==> src/rtl/port_rr_issue_if.sv <==
// port_rr_issue_if: request/stall inputs and issue/status outputs of the
// per-port round-robin issue stage. The DUT uses the slave modport; the
// driver of requests and consumer of issues uses the master modport.
interface port_rr_issue_if #(
  parameter int PORT_N = 20,
  parameter int PORT_W = (PORT_N == 1) ? 1 : $clog2(PORT_N)
);
  logic [PORT_N-1:0] i_req;
  logic              i_stall;
  logic              o_mem_ren;
  logic [PORT_W-1:0] o_mem_raddr;
  logic              o_port_vld;
  logic [PORT_W-1:0] o_port_id;
  logic [PORT_N-1:0] o_pend_nz;
  logic [PORT_N-1:0] o_ovf;

  modport slave (
    input  i_req,
    input  i_stall,
    output o_mem_ren,
    output o_mem_raddr,
    output o_port_vld,
    output o_port_id,
    output o_pend_nz,
    output o_ovf
  );

  modport master (
    output i_req,
    output i_stall,
    input  o_mem_ren,
    input  o_mem_raddr,
    input  o_port_vld,
    input  o_port_id,
    input  o_pend_nz,
    input  o_ovf
  );
endinterface

==> src/rtl/port_rr_issue.sv <==
// port_rr_issue: upstream issue stage of the per-port read-modify-write pipe.
// Per-port request pulses accumulate in saturating pending counters. Each
// unstalled cycle one port with a nonzero count is granted round-robin; the
// grant drives the memory read combinationally and the registered issue
// (o_port_vld/o_port_id) follows one cycle later, aligned with read data.
// Optional feature macro: STICKY_GRANT_EN -- keep granting the same port for
// up to MAX_BURST consecutive grants while it still has pending work.
module port_rr_issue #(
  parameter int PORT_N    = 20,
  parameter int PORT_W    = (PORT_N == 1) ? 1 : $clog2(PORT_N),
  parameter int CNT_W     = 4,
  parameter int MAX_BURST = 4
) (
  input  logic           i_clk,
  input  logic           i_rst,
  port_rr_issue_if.slave bus
);

  localparam logic [CNT_W-1:0]  CNT_MAX = '1;
  localparam logic [PORT_W-1:0] LAST_ID = PORT_W'(PORT_N - 1);

  logic [CNT_W-1:0]  r_pend [PORT_N];
  logic [PORT_W-1:0] r_rr_ptr;
  logic [PORT_W-1:0] r_raddr;
  logic              r_port_vld;
  logic [PORT_W-1:0] r_port_id;
  logic [PORT_N-1:0] r_pend_nz;
  logic [PORT_N-1:0] r_ovf;

  logic [PORT_N-1:0] w_elig;
  logic [PORT_N-1:0] w_elig_hi;
  logic              w_any;
  logic              w_any_hi;
  logic [PORT_W-1:0] w_hi_id;
  logic [PORT_W-1:0] w_lo_id;
  logic [PORT_W-1:0] w_rr_id;
  logic              w_gnt;
  logic [PORT_W-1:0] w_gnt_id;
  logic [PORT_W-1:0] w_ptr_nxt;
  logic [CNT_W-1:0]  w_pend_nxt [PORT_N];
  logic [PORT_N-1:0] w_nz_nxt;
  logic [PORT_N-1:0] w_ovf_nxt;

  // Eligibility from registered counts only; split at the rr pointer.
  always_comb begin
    for (int p = 0; p < PORT_N; p++) begin
      w_elig[p]    = (r_pend[p] != '0);
      w_elig_hi[p] = w_elig[p] && (PORT_W'(p) >= r_rr_ptr);
    end
  end

  // Round-robin pick: lowest eligible at/above pointer, else lowest overall.
  always_comb begin
    w_hi_id  = '0;
    w_lo_id  = '0;
    w_any    = |w_elig;
    w_any_hi = |w_elig_hi;
    for (int p = PORT_N - 1; p >= 0; p--) begin
      if (w_elig_hi[p]) w_hi_id = PORT_W'(p);
      if (w_elig[p])    w_lo_id = PORT_W'(p);
    end
    w_rr_id = w_any_hi ? w_hi_id : w_lo_id;
  end

`ifdef STICKY_GRANT_EN
  localparam int BURST_W = 4;

  logic               r_sticky;
  logic [PORT_W-1:0]  r_last_id;
  logic [BURST_W-1:0] r_burst_cnt;
  logic [BURST_W-1:0] w_burst_nxt;
  logic [CNT_W-1:0]   w_gnt_pend_nxt;
  logic               w_stick_hold;

  // A running burst overrides round-robin; r_sticky implies pending != 0.
  always_comb begin
    w_gnt       = !bus.i_stall && (r_sticky || w_any);
    w_gnt_id    = r_sticky ? r_last_id : w_rr_id;
    w_burst_nxt = r_sticky ? r_burst_cnt + 1'b1 : BURST_W'(1);
  end

  // Burst continues while the granted port keeps work and has budget left;
  // the pointer only moves past the port once the burst ends.
  always_comb begin
    w_gnt_pend_nxt = '0;
    for (int p = 0; p < PORT_N; p++) begin
      if (PORT_W'(p) == w_gnt_id) w_gnt_pend_nxt = w_pend_nxt[p];
    end
    w_stick_hold = (w_gnt_pend_nxt != '0) && (w_burst_nxt < BURST_W'(MAX_BURST));
    w_ptr_nxt    = r_rr_ptr;
    if (w_gnt && !w_stick_hold) begin
      w_ptr_nxt = (w_gnt_id == LAST_ID) ? '0 : w_gnt_id + 1'b1;
    end
  end

  // Burst tracking state; a stall cycle leaves it untouched.
  always_ff @(posedge i_clk or posedge i_rst) begin
    if (i_rst) begin
      r_sticky    <= 1'b0;
      r_last_id   <= '0;
      r_burst_cnt <= '0;
    end else if (w_gnt) begin
      r_sticky    <= w_stick_hold;
      r_last_id   <= w_gnt_id;
      r_burst_cnt <= w_burst_nxt;
    end
  end
`else
  // Strict round-robin: grant the picked port, pointer moves past it.
  always_comb begin
    w_gnt     = !bus.i_stall && w_any;
    w_gnt_id  = w_rr_id;
    w_ptr_nxt = r_rr_ptr;
    if (w_gnt) begin
      w_ptr_nxt = (w_gnt_id == LAST_ID) ? '0 : w_gnt_id + 1'b1;
    end
  end
`endif

  // Per-port counter update: request adds, grant subtracts, both cancel;
  // a request that finds the counter saturated is dropped and flagged.
  always_comb begin
    for (int p = 0; p < PORT_N; p++) begin
      w_pend_nxt[p] = r_pend[p];
      w_ovf_nxt[p]  = 1'b0;
      if (bus.i_req[p] && !(w_gnt && (w_gnt_id == PORT_W'(p)))) begin
        if (r_pend[p] == CNT_MAX) begin
          w_ovf_nxt[p] = 1'b1;
        end else begin
          w_pend_nxt[p] = r_pend[p] + 1'b1;
        end
      end else if (!bus.i_req[p] && w_gnt && (w_gnt_id == PORT_W'(p))) begin
        w_pend_nxt[p] = r_pend[p] - 1'b1;
      end
      w_nz_nxt[p] = (w_pend_nxt[p] != '0);
    end
  end

  // Counters, pointer, issue registers and status flags.
  always_ff @(posedge i_clk or posedge i_rst) begin
    if (i_rst) begin
      for (int p = 0; p < PORT_N; p++) r_pend[p] <= '0;
      r_rr_ptr   <= '0;
      r_raddr    <= '0;
      r_port_vld <= 1'b0;
      r_port_id  <= '0;
      r_pend_nz  <= '0;
      r_ovf      <= '0;
    end else begin
      for (int p = 0; p < PORT_N; p++) r_pend[p] <= w_pend_nxt[p];
      r_rr_ptr   <= w_ptr_nxt;
      r_port_vld <= w_gnt;
      r_pend_nz  <= w_nz_nxt;
      r_ovf      <= w_ovf_nxt;
      if (w_gnt) begin
        r_raddr   <= w_gnt_id;
        r_port_id <= w_gnt_id;
      end
    end
  end

  assign bus.o_mem_ren   = w_gnt;
  assign bus.o_mem_raddr = w_gnt ? w_gnt_id : r_raddr;
  assign bus.o_port_vld  = r_port_vld;
  assign bus.o_port_id   = r_port_id;
  assign bus.o_pend_nz   = r_pend_nz;
  assign bus.o_ovf       = r_ovf;

endmodule

==> src/flat_wrapper.sv <==
// flat-port wrapper written by rule: the top's interface ports become plain ports
module port_rr_issue_flat 
#(
  parameter int PORT_N    = 20,
  parameter int PORT_W    = (PORT_N == 1) ? 1 : $clog2(PORT_N),
  parameter int CNT_W     = 4,
  parameter int MAX_BURST = 4
)
  (i_clk, i_rst, bus_i_req, bus_i_stall, bus_o_mem_ren, bus_o_mem_raddr, bus_o_port_vld, bus_o_port_id, bus_o_pend_nz, bus_o_ovf);
  port_rr_issue_if #(.PORT_N(PORT_N), .PORT_W(PORT_W)) bus_i ();
  input  logic i_clk;
  input  logic i_rst;
  input wire logic [$bits(bus_i.i_req)-1:0] bus_i_req;
  input wire logic [$bits(bus_i.i_stall)-1:0] bus_i_stall;
  output wire logic [$bits(bus_i.o_mem_ren)-1:0] bus_o_mem_ren;
  output wire logic [$bits(bus_i.o_mem_raddr)-1:0] bus_o_mem_raddr;
  output wire logic [$bits(bus_i.o_port_vld)-1:0] bus_o_port_vld;
  output wire logic [$bits(bus_i.o_port_id)-1:0] bus_o_port_id;
  output wire logic [$bits(bus_i.o_pend_nz)-1:0] bus_o_pend_nz;
  output wire logic [$bits(bus_i.o_ovf)-1:0] bus_o_ovf;
  assign bus_i.i_req = bus_i_req;
  assign bus_i.i_stall = bus_i_stall;
  assign bus_o_mem_ren = bus_i.o_mem_ren;
  assign bus_o_mem_raddr = bus_i.o_mem_raddr;
  assign bus_o_port_vld = bus_i.o_port_vld;
  assign bus_o_port_id = bus_i.o_port_id;
  assign bus_o_pend_nz = bus_i.o_pend_nz;
  assign bus_o_ovf = bus_i.o_ovf;
  port_rr_issue #(.PORT_N(PORT_N), .PORT_W(PORT_W), .CNT_W(CNT_W), .MAX_BURST(MAX_BURST)) u_core (.i_clk(i_clk), .i_rst(i_rst), .bus(bus_i));
endmodule
==> config.mk <==
export PLATFORM = sky130hd
export DESIGN_NAME = port_rr_issue_flat
export DESIGN_NICKNAME = d
export VERILOG_FILES = /design/src/rtl/port_rr_issue_if.sv /design/src/rtl/port_rr_issue.sv /design/src/flat_wrapper.sv
export SDC_FILE = /design/constraint.sdc
export NUM_CORES = 1
export LEC_CHECK = 0
export CAP_MARGIN = 20
export CORE_MARGIN = 2
export CORE_UTILIZATION = 30
export CTS_CLUSTER_DIAMETER = 150
export DETAILED_ROUTE_END_ITERATION = 16
export GPL_TIMING_DRIVEN = 1
export SLEW_MARGIN = 5
export SYNTH_ARGS = -nofsm -noshare
export SYNTH_HDL_FRONTEND = slang
export SYNTH_SLANG_ARGS = --single-unit
==> constraint.sdc <==
create_clock -name i_clk -period 5.7 [get_ports i_clk]
set_clock_uncertainty 0.1 [all_clocks]
set_input_delay 1.425 -clock i_clk [delete_from_list [all_inputs] [get_ports i_clk]]
set_output_delay 1.425 -clock i_clk [all_outputs]
set_load 0.03 [all_outputs]
==> flow_metrics.py, run 1 <==
metrics = {
    "detailed_routing": {
        "drtIter0Drc": 545,
        "dr.pass1.iters": 5,
        "wirelength_um": 22600,
        "ant_nets": 0,
        "dr_total_vias": 8000,
        "drc": 0,
        "viasPerCell": 5.30,
        "post_drt_wl_per_cell_um": 14.9,
    },
    "clocking": {
        "numCtsBuffers": 17,
        "cts-htree-levels": 4,
        "postCtsSetupBuffers": 0,
        "cts_root_buf": "clkbuf_16",
        "cts_tree": "yes",
        "insertion_delay_ns": 0.43,
        "cts-resized-gates": 0,
        "clkSlewWorstSetupHoldPaths_ns": 0.07,
        "cts_hold_buf": 0,
        "clock-sinks": 136,
        "cts_max_path_buffers": 2,
    },
    "worst_setup_path": {
        "crit_type": "reg -> out",
        "crit_buf_inv": 2,
        "slowest_delay_ns": 0.61,
        "crit_top_cell": "a21oi_1",
        "critical_path.endpoint_type": "primary output",
        "worstPathCellList": "inv_1 > ha_1 > or3b_1 > or4_4 > a21oi_1 > nor3_1 > and3_4 > nor2_1 > a21oi_1 > clkdlybuf4s50_1",
        "cp.depth": 10,
        "crit_fanout": 9,
        "critPathTopFamily": "simple AND/OR/NAND/NOR gates",
        "cp_data_arrival_time_ns": 3.88,
        "cp.required_ns": 4.18,
        "start_kind": "flip-flop",
        "crit_slowest_cell": "clkdlybuf4s50_1",
        "ff2ff_path_depth": 16,
    },
    "power_and_ir_drop": {
        "p_sw_w": 0.00247,
        "power_frac_clock": 0.207,
        "power_frac_comb": 0.463,
        "ir_drop_uv": 269,
        "sw_frac_of_total": 0.437,
        "p_int_w": 0.00318,
        "power.density_nw_per_um2": 515,
        "total_power_w": 0.00565,
        "p_seq_frac": 0.330,
        "leakage_nw": 4.50,
    },
    "logic_synthesis": {
        "async_flop_share": 1.00,
        "ys_seq_area_frac": 0.371,
        "synthDominantCellAreaShare": 0.371,
        "syn_area_um2": 9180,
        "ys_warn_count": 0,
        "yosysUniqueCellTypes": 92,
        "yosys_register_bits": 136,
        "yosys.area.top_type": "dfrtp_1",
        "synth_ff_type": "dfrtp_1",
        "synthTopCellsByArea": "dfrtp_1, ha_1, nor2_1",
        "synth_edf_count": 0,
        "syn-num-nets": 1100,
        "yosysMostFrequentCell": "dfrtp_1",
        "synth.avg_cell_area_um2": 8.92,
        "synth_cells": 1029,
        "synth_common_cells": "dfrtp_1, nor2_1, a21oi_1, nand2_1, inv_1",
    },
    "sta": {
        "tns_ns": 0,
        "finalSetupViolations": 0,
        "relSlewSlack": 0.574,
        "fin_crit_sh": 0.947,
        "finalHoldViolations": 0,
        "tightestPinTransition_ns": 0.639,
        "timing.final.crit_period_ns": 5.40,
        "layout_setup_ws_ns": 0.300,
        "rsz0062_at_grt": "false",
        "drv_slew": 0,
        "max_freq_ghz": 0.185,
    },
    "global_route": {
        "antenna_found_initial": 0,
        "grt_max_degree": 71,
        "grt_overflow": 0,
        "grt_usage": 0.145,
        "first_global_vias": 7381,
        "grt_pass1_wl_um": 37200,
    },
    "placed_design": {
        "dp_slack_ns": 0.513,
        "gp_congestion": 0.916,
        "dp_hpwl_um": 16600,
        "port-buffer-count": 74,
        "dpl.cell_count": 1478,
    },
    "hold_path": {
        "min_path_cells": 1,
        "min-delay-path-class": "reg -> reg",
    },
    "floorplanning": {
        "row_count": 64,
        "ios": 75,
        "die_x_um": 179,
        "start_util": 0.302,
        "dieArea_um2": 32000,
        "coreArea_um2": 30300,
        "die_h_um": 179,
    },
    "cells_and_area": {
        "areaGrowthSynthToFinish_pct": 19.5,
        "drive_gt1_frac": 0.0943,
        "fin_nets": 1172,
        "n_antenna_cell": 0,
        "final_core_util": 0.361,
        "stdcell_count": 1510,
    },
    "outcome": {
        "status": "finished clean",
    },
    "flow_run": {
        "drv_cap": 0,
    },
}
## through the flow
step           hold slack [ns]  instance area, um^2
2_1_floorplan            0.368                 9180
6_report                 0.398                11000
3_5_place_dp             0.382                10300
3_3_place_gp             0.376                10300
4_1_cts                  0.401                10900
5_1_grt                  0.425                11000
## final cells by class
class | instances | area (um^2)
Fill cell | 3037 | 19400
Multi-Input combinational cell | 784 | 5310
Sequential cell | 136 | 3400
Timing Repair Buffer | 92 | 881
Tap cell | 396 | 495
Clock buffer | 17 | 425
Inverter | 70 | 270
Clock inverter | 15 | 188
## layout by cell type, fill, tap and decap left out, types with 9 or more instances in the layout
cell / netlist / routed
a211oi_1: 13 / 13
a21o_1: 9 / 9
a21oi_1: 76 / 76
a31oi_1: 12 / 12
and3_1: 19 / 19
buf_4: 5 / 18
clkbuf_16: 0 / 17
clkdlybuf4s50_1: 0 / 72
dfrtp_1: 136 / 136
ha_1: 48 / 48
inv_1: 69 / 68
mux2i_1: 10 / 10
nand2_1: 74 / 74
nand3_1: 59 / 59
nand4_1: 20 / 20
nand4b_1: 9 / 9
nor2_1: 105 / 105
nor3_1: 16 / 16
nor3b_1: 18 / 15
o21a_1: 10 / 10
o21ai_0: 35 / 35
o21ai_1: 12 / 12
o31a_1: 9 / 9
o31ai_1: 9 / 9
or3b_1: 11 / 11
or4_1: 24 / 24
xnor2_1: 21 / 21
## power groups by stage
stage	Sequential, W	Clock, W	Combinational, W
2_1_floorplan	0.00187	0	0.00185
3_3_place_gp	0.00185	0	0.00256
3_5_place_dp	0.00186	0	0.00260
4_1_cts	0.00185	0.00120	0.00262
5_1_grt	0.00194	0.00124	0.00294
6_report	0.00187	0.00117	0.00262
## kinds of logic after synthesis
| kind of cell | after synthesis | share of synthesized area |
|---|---|---|
| AO/OA/AOI/OAI | 277 | 0.216 |
| XOR/XNOR | 21 | 0.0200 |
| AND/OR/NAND/NOR | 428 | 0.263 |
| adder cells (fa/ha/maj) | 48 | 0.0654 |
| multiplexers | 10 | 0.0109 |
| buffers and inverters | 109 | 0.0536 |
| flip-flops | 136 | 0.371 |
## sequential cells by signal, indices dropped and copies added (netlist names)
signal and flops:
u_core.bus.o_ovf 20, u_core.bus.o_pend_nz 20, u_core.bus.o_port_id 5, u_core.bus.o_port_vld 1, u_core.r_pend 80, u_core.r_raddr 5
u_core.r_rr_ptr 5
## worst paths after layout
check | endpoint | slack, ns | startpoint
setup / recovery | bus_o_mem_raddr[2] | 0.30 | u_core.r_pend[24]$_DFF_PP0_
hold / removal | u_core.r_raddr[0]$_DFF_PP0_ | 0.40 | u_core.r_raddr[0]$_DFF_PP0_
setup reg to reg | u_core.bus.o_pend_nz[3]$_DFF_PP0_ | 0.68 | u_core.r_pend[28]$_DFF_PP0_
hold reg to reg | u_core.r_raddr[0]$_DFF_PP0_ | 0.40 | u_core.r_raddr[0]$_DFF_PP0_
max in group asynchronous | u_core.r_rr_ptr[4]$_DFFE_PP0P_ | 3.19 | i_rst
min in group asynchronous | u_core.bus.o_ovf[2]$_DFF_PP0_ | 1.38 | i_rst
## layer usage
metal	up-vias	wire length, um	GRT usage	part of all wire
met4	0	435	0.0488	0.019
met3	30	978	0.0259	0.043
met5	-	0	0	0
met2	155	10400	0.235	0.46
li1	3955	-	-	-
met1	3860	10800	0.195	0.48
## worst reg2reg max path, delay by kind of cell, from the launching register on
family,cells,cell delay (ns)
AND/OR/NAND/NOR,6,2.11
AO/OA/AOI/OAI,5,1.36
buffers and inverters,3,0.49
adder cells (fa/ha/maj),2,0.41
flip-flops,1,0.41
Power figures use the tool's default switching activity.
==> inputs of run 2 (changes only) <==
==> constraint.sdc (replaced) <==
create_clock -name i_clk -period 4.5 [get_ports i_clk]
set_clock_uncertainty 0.1 [all_clocks]
set_input_delay 1.125 -clock i_clk [delete_from_list [all_inputs] [get_ports i_clk]]
set_output_delay 1.125 -clock i_clk [all_outputs]
set_load 0.03 [all_outputs]
==> run 2 against run 1 <==
Global-route usage increased by 0.74 points. Non-clock buffer count increased by 99. Wire length increased by 7.4%. Sequential cell count unchanged. Final cell count increased by 6.6%. Core utilization increased by 3.2 points. Setup slack got worse by 0.26 ns. Count of clock-buffer cells in the layout increased by 8. First-iteration DRC count increased by 31%. Sequential power increased by 22%. Highest routed layer unchanged.
==> flow_metrics.py, run 2 (synthesis results as in run 1) <==
metrics = {
    "sta": {
        "tightestPinTransition_ns": 0.733,
        "rsz0062_at_grt": "true",
        "finalHoldViolations": 0,
        "finalSetupViolations": 0,
        "fin_crit_sh": 0.990,
        "holdWs_ns": 0.421,
        "drv_slew": 0,
        "max_freq_ghz": 0.224,
        "timing.final.crit_period_ns": 4.46,
        "relSlewSlack": 0.510,
        "tns_ns": 0,
    },
    "clocking": {
        "insertion_delay_ns": 0.43,
        "cts_max_path_buffers": 2,
        "clkSlewWorstSetupHoldPaths_ns": 0.06,
        "cts_root_buf": "clkbuf_16",
        "cts_hold_buf": 0,
        "numCtsBuffers": 17,
        "clock-sinks": 136,
        "cts-htree-levels": 4,
        "cts_tree": "yes",
    },
    "cells_and_area": {
        "final_cell_mix": "dfrtp_1, buf_4, nor2_1, nand2_1, a21oi_1",
        "largest_register_ffs": 80,
        "final_area_um2": 12000,
        "drive_gt1_frac": 0.207,
        "top_register": "u_core.r_pend",
        "n_antenna_cell": 0,
        "fillers": 2975,
        "fin_nets": 1271,
        "final_common_cell": "dfrtp_1",
        "areaGrowthSynthToFinish_pct": 30.2,
    },
    "worst_setup_path": {
        "cp.required_ns": 3.27,
        "r2r_slack_ns": 0.15,
        "start_kind": "flip-flop",
        "crit_type": "reg -> out",
        "r2r_end": "u_core.bus.o_pend_nz[15]$_DFF_PP0_",
        "critical_path.endpoint_type": "primary output",
        "ff2ff_path_depth": 19,
        "crit_fanout": 4,
        "r2r_start": "u_core.r_pend[4]$_DFF_PP0_",
        "cp_data_arrival_time_ns": 3.23,
    },
    "detailed_routing": {
        "viasPerCell": 5.30,
        "dr_total_vias": 8529,
        "ant_nets": 0,
        "drtIter0Drc": 715,
        "wirelength_um": 24200,
        "drc": 0,
        "post_drt_wl_per_cell_um": 15.1,
        "dr.pass1.iters": 5,
    },
    "power_and_ir_drop": {
        "p_int_w": 0.00453,
        "leakage_nw": 5.04,
        "power_frac_clock": 0.189,
        "ir_drop_uv": 341,
        "power.density_nw_per_um2": 654,
        "p_seq_frac": 0.293,
        "sw_frac_of_total": 0.420,
        "power_frac_comb": 0.518,
        "p_sw_w": 0.00328,
    },
    "floorplanning": {
        "coreArea_um2": 30300,
        "die_h_um": 179,
        "start_util": 0.302,
        "dieArea_um2": 32000,
        "die_x_um": 179,
        "ios": 75,
        "row_count": 64,
    },
    "global_route": {
        "grt_overflow": 0,
        "grt_usage": 0.152,
        "grt_pass1_wl_um": 39100,
        "antenna_found_initial": 0,
        "grt_max_degree": 57,
        "first_global_vias": 7802,
    },
    "outcome": {
        "status": "finished clean",
    },
    "hold_path": {
        "hold_end": "u_core.bus.o_port_id[4]$_DFFE_PP0P_",
        "holdCritStartpoint": "u_core.bus.o_port_id[4]$_DFFE_PP0P_",
        "min-delay-path-class": "reg -> reg",
        "min_path_cells": 2,
    },
    "placed_design": {
        "gp_congestion": 0.919,
        "dp_hpwl_um": 17700,
        "placed_area_um2": 10900,
        "port-buffer-count": 74,
    },
    "flow_run": {
        "drv_cap": 0,
    },
}
-- run 2: worst max path at each step --
stage          slack, ns                                 end                        start
5_1_grt             -0.1  u_core.bus.o_pend_nz[15]$_DFF_PP0_   u_core.r_pend[4]$_DFF_PP0_
3_3_place_gp        0.07  u_core.bus.o_pend_nz[15]$_DFF_PP0_   u_core.r_pend[4]$_DFF_PP0_
6_report            0.04                  bus_o_mem_raddr[0]   u_core.r_pend[4]$_DFF_PP0_
2_1_floorplan       0.02   u_core.bus.o_pend_nz[3]$_DFF_PP0_  u_core.r_pend[32]$_DFF_PP0_
3_5_place_dp        0.02  u_core.bus.o_pend_nz[19]$_DFF_PP0_  u_core.r_pend[25]$_DFF_PP0_
4_1_cts            -0.03                  bus_o_mem_raddr[0]   u_core.r_pend[4]$_DFF_PP0_
-- run 2: timing repair --
action / 4_1_cts / 5_1_grt
gates resized for setup: 13 / 56
setup endpoints to repair: 5 / 23
buffers inserted: 6 / 16
pin swaps: 5 / 15
-- run 2: power groups by stage --
stage                     Clock, W  Combinational (W)  Sequential, W
final                      0.00148            0.00405        0.00229
after global routing       0.00156            0.00451        0.00236
after CTS                  0.00151            0.00388        0.00225
after detailed placement         0            0.00381        0.00226
after global placement           0            0.00376        0.00226
after floorplan                  0            0.00235        0.00237
-- run 2: per-stage QoR --
stage,utilization,total power [W],setup slack [ns],cells
6_report,0.394,0.00782,0.0438,1609
5_1_grt,0.394,0.00843,-0.0980,1609
4_1_cts,0.383,0.00764,-0.0308,1593
3_5_place_dp,0.359,0.00608,0.0232,1555
3_3_place_gp,0.359,0.00602,0.0685,1555
2_1_floorplan,-,0.00471,0.0165,1029
-- run 2: layout make-up --
cell class	instances	area [um^2]	area share
well taps	396	495	0.0415
inverters	70	269	0.0225
repair buffers	191	1640	0.137
clock buffers	25	495	0.0415
multi-input cells	784	5530	0.463
clock inverters	7	115	0.00963
flip-flops and latches	136	3410	0.285
-- run 2: metal layers --
metal,share of wire,vias to the layer above,GRT usage
met5,0,-,0
met4,0.019,0,0.0478
met3,0.042,37,0.0339
met2,0.46,201,0.237
met1,0.48,4128,0.210
li1,-,4163,-
-- run 2: worst max-delay path, stage by stage (launching register included) --
cell	delay [ns]
dfrtp_1	0.39
inv_2	0.07
ha_1	0.16
or3b_4	0.40
a221o_1	0.32
a22oi_2	0.18
o32ai_2	0.12
o31ai_1	0.27
a22oi_1	0.12
o32a_1	0.21
buf_4	0.16
nand2_2	0.06
o21a_1	0.19
buf_6	0.15
